--- config.mk ---
export PLATFORM = sky130hd
export DESIGN_NAME = toggle_period_monitor
export DESIGN_NICKNAME = d
export VERILOG_FILES = /design/src/rtl/toggle_period_monitor.sv
export SDC_FILE = /design/constraint.sdc
export NUM_CORES = 1
export LEC_CHECK = 0
export BUFFER_PORTS_ARGS = -buffer_cell sky130_fd_sc_hd__buf_2
export CAP_MARGIN = 10
export CORE_ASPECT_RATIO = 0.7
export CORE_MARGIN = 4
export CORE_UTILIZATION = 62
export CTS_CLUSTER_SIZE = 8
export DETAILED_ROUTE_END_ITERATION = 10
export PLACE_DENSITY = 0.85
export SLEW_MARGIN = 10
export SYNTH_ARGS = -nofsm -noshare
export SYNTH_HDL_FRONTEND = slang
export SYNTH_SLANG_ARGS = --single-unit
export TNS_END_PERCENT = 20
--- constraint.sdc ---
create_clock -name clock_in -period 3.4 [get_ports clock_in]
set_input_delay 0.34 -clock clock_in [delete_from_list [all_inputs] [get_ports clock_in]]
set_output_delay 0.34 -clock clock_in [all_outputs]
set_load 0.03 [all_outputs]
--- src/rtl/toggle_period_monitor.sv ---
// toggle_period_monitor
//   Watches the slow square wave from the divider/TFF chain. It brings the
//   toggle into the clock_in domain, detects its edges, measures the period
//   and the high time in clock_in cycles, counts rising edges, and flags a
//   source that has stopped toggling.
//
// Ports
//   clock_in     : system clock, rising edge
//   reset        : synchronous active-low reset
//   toggle_in    : asynchronous slow toggle input
//   clear        : synchronous soft clear, active-high (synchroniser keeps running)
//   rise_pulse   : one-cycle pulse per detected rising edge
//   fall_pulse   : one-cycle pulse per detected falling edge
//   edge_count   : rising edges since reset/clear, wraps
//   last_period  : cycles between the last two rising edges (saturating)
//   high_time    : cycles from a rising edge to the following falling edge
//   period_valid : one-cycle pulse when last_period updates
//   stuck        : level, no edge seen for TIMEOUT cycles
module toggle_period_monitor #(
  parameter int unsigned CNT_W       = 28,
  parameter int unsigned TIMEOUT     = 200000000,
  parameter int unsigned SYNC_STAGES = 2
) (
  input  logic             clock_in,
  input  logic             reset,
  input  logic             toggle_in,
  input  logic             clear,
  output logic             rise_pulse,
  output logic             fall_pulse,
  output logic [15:0]      edge_count,
  output logic [CNT_W-1:0] last_period,
  output logic [CNT_W-1:0] high_time,
  output logic             period_valid,
  output logic             stuck
);

  localparam int unsigned     EC_W      = 16;
  localparam logic [CNT_W-1:0] CNT_MAX  = '1;
  localparam logic [CNT_W-1:0] TIMEOUT_C = CNT_W'(TIMEOUT);

  typedef enum logic [1:0] {
    S_WAIT_FIRST = 2'd0,
    S_MEASURE    = 2'd1,
    S_STUCK      = 2'd2
  } state_e;

  // Saturating increment shared by all measurement counters.
  function automatic logic [CNT_W-1:0] sat_inc(input logic [CNT_W-1:0] v);
    return (v == CNT_MAX) ? v : v + CNT_W'(1);
  endfunction

  logic [SYNC_STAGES-1:0] sync_q;
  logic                   prev_q;
  logic                   sync_c;
  logic                   rise_c;
  logic                   fall_c;

  state_e                 state_q, state_d;
  logic [CNT_W-1:0]       gap_cnt_q, gap_cnt_d;
  logic [CNT_W-1:0]       per_cnt_q, per_cnt_d;
  logic [EC_W-1:0]        edge_cnt_q, edge_cnt_d;
  logic [CNT_W-1:0]       last_period_q, last_period_d;
  logic [CNT_W-1:0]       high_time_q, high_time_d;
  logic                   rise_pulse_q, rise_pulse_d;
  logic                   fall_pulse_q, fall_pulse_d;
  logic                   period_valid_q, period_valid_d;
  logic                   stuck_q, stuck_d;

  // Input synchroniser and previous-level register; only reset stops them.
  always_ff @(posedge clock_in) begin
    if (!reset) begin
      sync_q <= '0;
      prev_q <= 1'b0;
    end else begin
      sync_q <= {sync_q[SYNC_STAGES-2:0], toggle_in};
      prev_q <= sync_q[SYNC_STAGES-1];
    end
  end

  assign sync_c = sync_q[SYNC_STAGES-1];
  assign rise_c = sync_c & ~prev_q;
  assign fall_c = ~sync_c & prev_q;

  // State and measurement registers.
  always_ff @(posedge clock_in) begin
    if (!reset) begin
      state_q        <= S_WAIT_FIRST;
      gap_cnt_q      <= '0;
      per_cnt_q      <= '0;
      edge_cnt_q     <= '0;
      last_period_q  <= '0;
      high_time_q    <= '0;
      rise_pulse_q   <= 1'b0;
      fall_pulse_q   <= 1'b0;
      period_valid_q <= 1'b0;
      stuck_q        <= 1'b0;
    end else begin
      state_q        <= state_d;
      gap_cnt_q      <= gap_cnt_d;
      per_cnt_q      <= per_cnt_d;
      edge_cnt_q     <= edge_cnt_d;
      last_period_q  <= last_period_d;
      high_time_q    <= high_time_d;
      rise_pulse_q   <= rise_pulse_d;
      fall_pulse_q   <= fall_pulse_d;
      period_valid_q <= period_valid_d;
      stuck_q        <= stuck_d;
    end
  end

  // Next-state, counter and output logic.
  always_comb begin
    state_d        = state_q;
    gap_cnt_d      = sat_inc(gap_cnt_q);
    per_cnt_d      = sat_inc(per_cnt_q);
    edge_cnt_d     = edge_cnt_q;
    last_period_d  = last_period_q;
    high_time_d    = high_time_q;
    rise_pulse_d   = 1'b0;
    fall_pulse_d   = 1'b0;
    period_valid_d = 1'b0;

    if (clear) begin
      // Soft clear drops any edge seen this cycle along with partial counts.
      state_d       = S_WAIT_FIRST;
      gap_cnt_d     = '0;
      per_cnt_d     = '0;
      edge_cnt_d    = '0;
      last_period_d = '0;
      high_time_d   = '0;
    end else begin
      rise_pulse_d = rise_c;
      fall_pulse_d = fall_c;

      if (rise_c || fall_c) begin
        gap_cnt_d = CNT_W'(1);
      end

      if (rise_c) begin
        per_cnt_d  = CNT_W'(1);
        edge_cnt_d = edge_cnt_q + EC_W'(1);
      end

      // Timeout is only considered on cycles without an edge.
      unique case (state_q)
        S_WAIT_FIRST: begin
          if (rise_c) begin
            state_d = S_MEASURE;
          end else if (!fall_c && (gap_cnt_q >= TIMEOUT_C)) begin
            state_d = S_STUCK;
          end
        end
        S_MEASURE: begin
          if (rise_c) begin
            last_period_d  = per_cnt_q;
            period_valid_d = 1'b1;
          end else if (fall_c) begin
            high_time_d = per_cnt_q;
          end else if (gap_cnt_q >= TIMEOUT_C) begin
            state_d = S_STUCK;
          end
        end
        S_STUCK: begin
          if (rise_c) begin
            state_d = S_MEASURE;
          end else if (fall_c) begin
            state_d = S_WAIT_FIRST;
          end
        end
        default: begin
          state_d = S_WAIT_FIRST;
        end
      endcase
    end

    stuck_d = (state_d == S_STUCK);
  end

  assign rise_pulse   = rise_pulse_q;
  assign fall_pulse   = fall_pulse_q;
  assign edge_count   = edge_cnt_q;
  assign last_period  = last_period_q;
  assign high_time    = high_time_q;
  assign period_valid = period_valid_q;
  assign stuck        = stuck_q;

endmodule

## After elaboration in Yosys (flattened, before gate mapping)

Cells that the tools add are included.

| operators by class | value |
|---|---|
| bitwise operators | 7 |
| magnitude comparators | 1 |
| reductions and logical operators | 10 |
| equal/unequal tests | 7 |
| multiplexer cells | 14 |
| add/subtract/negate cells | 3 |

Operators with widths:

| kind | count |
|---|---|
| 28-bit by 1-bit adder with 28-bit output (second input constant) | 2 |
| 28-bit == test (second input constant) | 2 |
| 28-bit greater-or-equal comparator (second input constant) | 1 |
| 16-bit by 1-bit adder with 16-bit output (second input constant) | 1 |
| 2-bit two-way mux | 8 |
| 3-bit OR reduction | 3 |
| 2-bit case mux with 3 select lines | 1 |
| 1-bit two-way mux | 5 |
| 1-bit inverter | 5 |
| 2-bit == test (second input constant) | 2 |
| 3-bit AND reduction | 1 |
| 1-bit bitwise AND | 2 |
| 2-bit by 1-bit == test with 1-bit output (second input constant) | 1 |
| 2-bit logical NOT | 1 |
| 2-bit by 1-bit inequality test with 1-bit output (second input constant) | 1 |
| 2-bit inequality test (second input constant) | 1 |
| 2-bit AND reduction | 1 |
| 2-bit OR reduction | 1 |
| 1-bit logical AND | 1 |
| 1-bit logical NOT | 1 |
| 1-bit logical OR | 1 |

| storage, ports and cells | value |
|---|---|
| register bits | 137 |
| output and inout port bits | 76 |
| word-level logic and storage cells | 56 |
| bits of input ports | 4 |

## Longest topological paths before layout

| logic depth | value |
|---|---|
| depth in word-level cells | 9 |
| depth in mapped cells | 7 |
| gate-level depth less buffers | 7 |

## Least setup slack after synthesis

Ideal clock, no wire load.

| timing path | value |
|---|---|
| path type | register to register |
| from | reg per_cnt_q[0] |
| to | reg per_cnt_q[11] |
| arrival | 1,668 ps |
| buffers on the path | 1 |
| required time | 3,272 ps |
| setup time | 128 ps |
| slack | 1,604 ps |
| period minus slack after synthesis | 1,796 ps |
| cell stages (with the launch flop) | 8 |
| cells stage by stage | dfxtp_1 > ha_1 > nand4_2 > nor4_2 > buf_2 > a211oi_1 > xnor2_1 > nor2_1 |

| between the ends | value |
|---|---|
| word-level cells in the longest chain between the ends | 1 |
| elaborated cells between the ends (all ways) | 2 |
| those cells by class | 1 x add/sub; 1 x eq/ne |

Ends and longest elaborated chain:

| element | line | source |
|---|---|---|
| start, declared | 60 | `logic [CNT_W-1:0] per_cnt_q, per_cnt_d;` |
| start signal, assigned | 100 | `per_cnt_q <= per_cnt_d;` |
| 28-bit by 1-bit adder with 28-bit output / 28-bit == test (equally long branches) | 49 | `return (v == CNT_MAX) ? v : v + CNT_W'(1);` |

Parallel ways exist; a longest one is shown, timed or not.
A chain may end at the register's enable or synchronous reset.

## Worst setup path in the final report

| timing path | value |
|---|---|
| from | reg per_cnt_q[0] |
| to | reg per_cnt_q[13] |

Same word-level chain as after synthesis.

==> results.cfg <==
[outcome]
status = completed

[clock_tree]
cts-root-buf = clkbuf_16
clkTransAtPathRegs_ns = 0.06
numCtsBuffers = 17
cts_resized = 0
clock_latency_ns = 0.41
cts_setup_buffers = 0
hold_buffers = 0
clock_sinks = 137
cts_tree = yes
cts_buffer_depth = 2
cts_max_level = 4

[sta]
fmaxAchievable_mhz = 433
max_slew.worst_pin.slew_ns = 1.09
finalHoldViolCount = 0
period_share_pct = 67.9
clock_skew_ns = 0.00572
finalSetupViolations = 0
relSlewSlack_pct = 27.4
fin_worst_hold_slack_ns = 0.133
fin_crit_ns = 2.31
maxSlewViolCount = 0
rsz0062_at_grt = false
finalSetupTns_ns = 0

[die]
dieArea_um2 = 11100
core_um2 = 9140
initial_core_util_pct = 64.2
die_w_um = 124
rows = 29
fp.dieH_um = 89.4
io_pins = 80

[yosys]
yosys.area.top_type_share_pct = 46.7
synthArstFlopShare_pct = 0
synth_area_leaders = dfxtp_1 47%, nand2_1 9.2%, a21oi_1 6.7%
synth_cell_type_count = 53
yosys.area.top_type = dfxtp_1
synth_flop_cell = dfxtp_1
ys.warnings.count = 0
synthesis.area_um2 = 5870
syn_avg_cell_area_um2 = 8.32
ys_ff_latch = 137
synth-edff-count = 0
synth_fp_nets = 717
seq_area_frac_synth_pct = 46.7
synthCells = 706

[setup_path]
crit_required_ns = 3.75
reg2reg_to = per_cnt_q[13]$_SDFFE_PP0P_
worst-setup-path-type = reg -> reg
timing.critical_path.from_type = flop
crit_start = per_cnt_q[0]$_SDFFE_PP0P_
rr_startpoint = per_cnt_q[0]$_SDFFE_PP0P_
crit_path_end_kind = flop
ff2ff_setup_slack_ns = 1.09
reg2regPathDepth = 7
worstPathMaxFanout = 10
critPathArrivalTime_ns = 2.65

[worst_hold_path]
hp-class = in -> reg
hp-start = toggle_in
worstHoldEndpoint = sync_q[0]$_SDFF_PN0_
hold_depth = 2

[grt]
grt_pass1_wl_mm = 23.0
grt_max_degree = 55
gr-total-overflow = 0
grt_use_total_pct = 25.4
grt_pass1_vias = 4846
antenna_found_initial = 0

[layout]
final_layout_size_suffix_gt1_share_pct = 16.9
area_growth_pct = 17.5
antenna_cells = 0
nNetsFinal = 774
instances_no_fill = 900
nFillCells = 677
final_util_pct = 75.5

[power]
p_sw_w = 0.000731
swShare_pct = 20.2
power.total_w = 0.00362
internal_power_w = 0.00289
combPwrFrac_pct = 1.6
p_seq_share_pct = 44.6
power_leakage_nw = 2.51
clockPowerShare_pct = 53.8
ir_drop_mv = 0.371
power_density_nw_per_um2 = 525

[placement]
io_buffers = 79
placedCellCount = 868
gp_congestion = 0.884
hpwl_mm = 9.09

[detailed_routing]
via_per_inst = 5.88
vias = 5292
ant_nets = 0
firstDrtPassIters = 5
drt_iter0_drc = 413
wl_mm = 13.9
drc = 0
wl_per_cell_um = 15.4

[run]
maxCapViolations = 0
## metrics by stage
| stage | instance area, um^2 | setup slack (ns) |
|---|---|---|
| after global placement | 6270 | 1.30 |
| after detailed placement | 6270 | 1.19 |
| after floorplan | 5870 | 1.60 |
| after CTS | 6900 | 1.13 |
| final | 6900 | 1.09 |
| after global routing | 6900 | 0.915 |
## power by group through the flow
stage                     clock, W  combinational (W)  sequential, W
after global placement           0          0.0000546        0.00165
after detailed placement         0          0.0000570        0.00165
final                      0.00195          0.0000579        0.00162
after floorplan                  0          0.0000413        0.00165
after global routing       0.00203          0.0000646        0.00162
after CTS                  0.00196          0.0000575        0.00162
## metal layers
metal | track usage, % | up-vias | part of all wire, %
li1 | - | 2550 | -
met1 | 33.8 | 2468 | 46
met2 | 40.1 | 248 | 43
met3 | 6.69 | 26 | 8.9
met4 | 9.75 | 0 | 1.7
met5 | 0 | - | 0
## state kept, by name, summed over array words and instances (netlist names)
signal / count
rise_pulse: 1
stuck: 1
edge_count: 16
gap_cnt_q: 28
period_valid: 1
state_q: 2
prev_q: 1
last_period: 28
high_time: 28
fall_pulse: 1
per_cnt_q: 28
sync_q: 2
## cell usage after synthesis (5+ instances only)
library cell and n:
a211oi_1 8, a21oi_1 79, a31oi_1 7, and2_1 14
and3_1 13, and4_1 8, buf_2 10, clkbuf_1 33
dfxtp_1 137, ha_1 7, inv_1 8, mux2i_1 5
nand2_1 144, nand2b_1 6, nand3_1 20, nand4_1 21
nor2_1 62, nor3_1 10, nor4_1 7, o21ai_0 7
or3_1 7, xnor2_1 27, xor2_1 16
## logic make-up after synthesis
kind of cell / after synthesis / synth area share [%]
simple gates: 333 / 27.8
flops: 137 / 46.7
compound gates: 127 / 13.0
buf+inv: 54 / 3.79
xor+xnor: 43 / 6.41
fa+ha+maj: 7 / 1.49
mux: 5 / 0.852
## layout by cell type, fill, tap and decap left out, types with 8 or more instances in the layout
master / synthesis / routed
nand2_1: 144 / 144
dfxtp_1: 137 / 137
a21oi_1: 79 / 79
buf_2: 10 / 79
nor2_1: 62 / 62
xnor2_1: 27 / 27
nand4_1: 21 / 21
nand3_1: 20 / 20
clkbuf_16: 0 / 17
xor2_1: 16 / 16
and2_1: 14 / 14
and3_1: 13 / 13
nor3_1: 10 / 10
and4_1: 8 / 8
inv_1: 8 / 8
a211oi_1: 8 / 8
## critical path, stage by stage, from the launching register on
cell	delay, ns
dfxtp_1	0.44
ha_1	0.26
nand4_2	0.27
nor4_2	0.51
buf_4	0.27
a21oi_1	0.16
a21o_1	0.22
a21oi_1	0.10
## cell type report
type | instances | area, um^2 | area share (%)
Clock buffer | 21 | 460 | 6.67
Sequential cell | 137 | 2740 | 39.7
Clock inverter | 11 | 170 | 2.47
Tap cell | 124 | 155 | 2.25
Timing Repair Buffer | 84 | 433 | 6.27
Inverter | 8 | 30.0 | 0.435
Multi-Input combinational cell | 515 | 2910 | 42.2
## worst max path at each step
stage / to / cells past startpoint
floorplan: per_cnt_q[11]$_SDFFE_PP0P_ / 7
global placement: per_cnt_q[13]$_SDFFE_PP0P_ / 7
detailed placement: per_cnt_q[13]$_SDFFE_PP0P_ / 7
CTS: per_cnt_q[13]$_SDFFE_PP0P_ / 7
global route: per_cnt_q[5]$_SDFFE_PP0P_ / 7
finish: per_cnt_q[13]$_SDFFE_PP0P_ / 7
No activity file was read; power rests on OpenSTA's default activity.
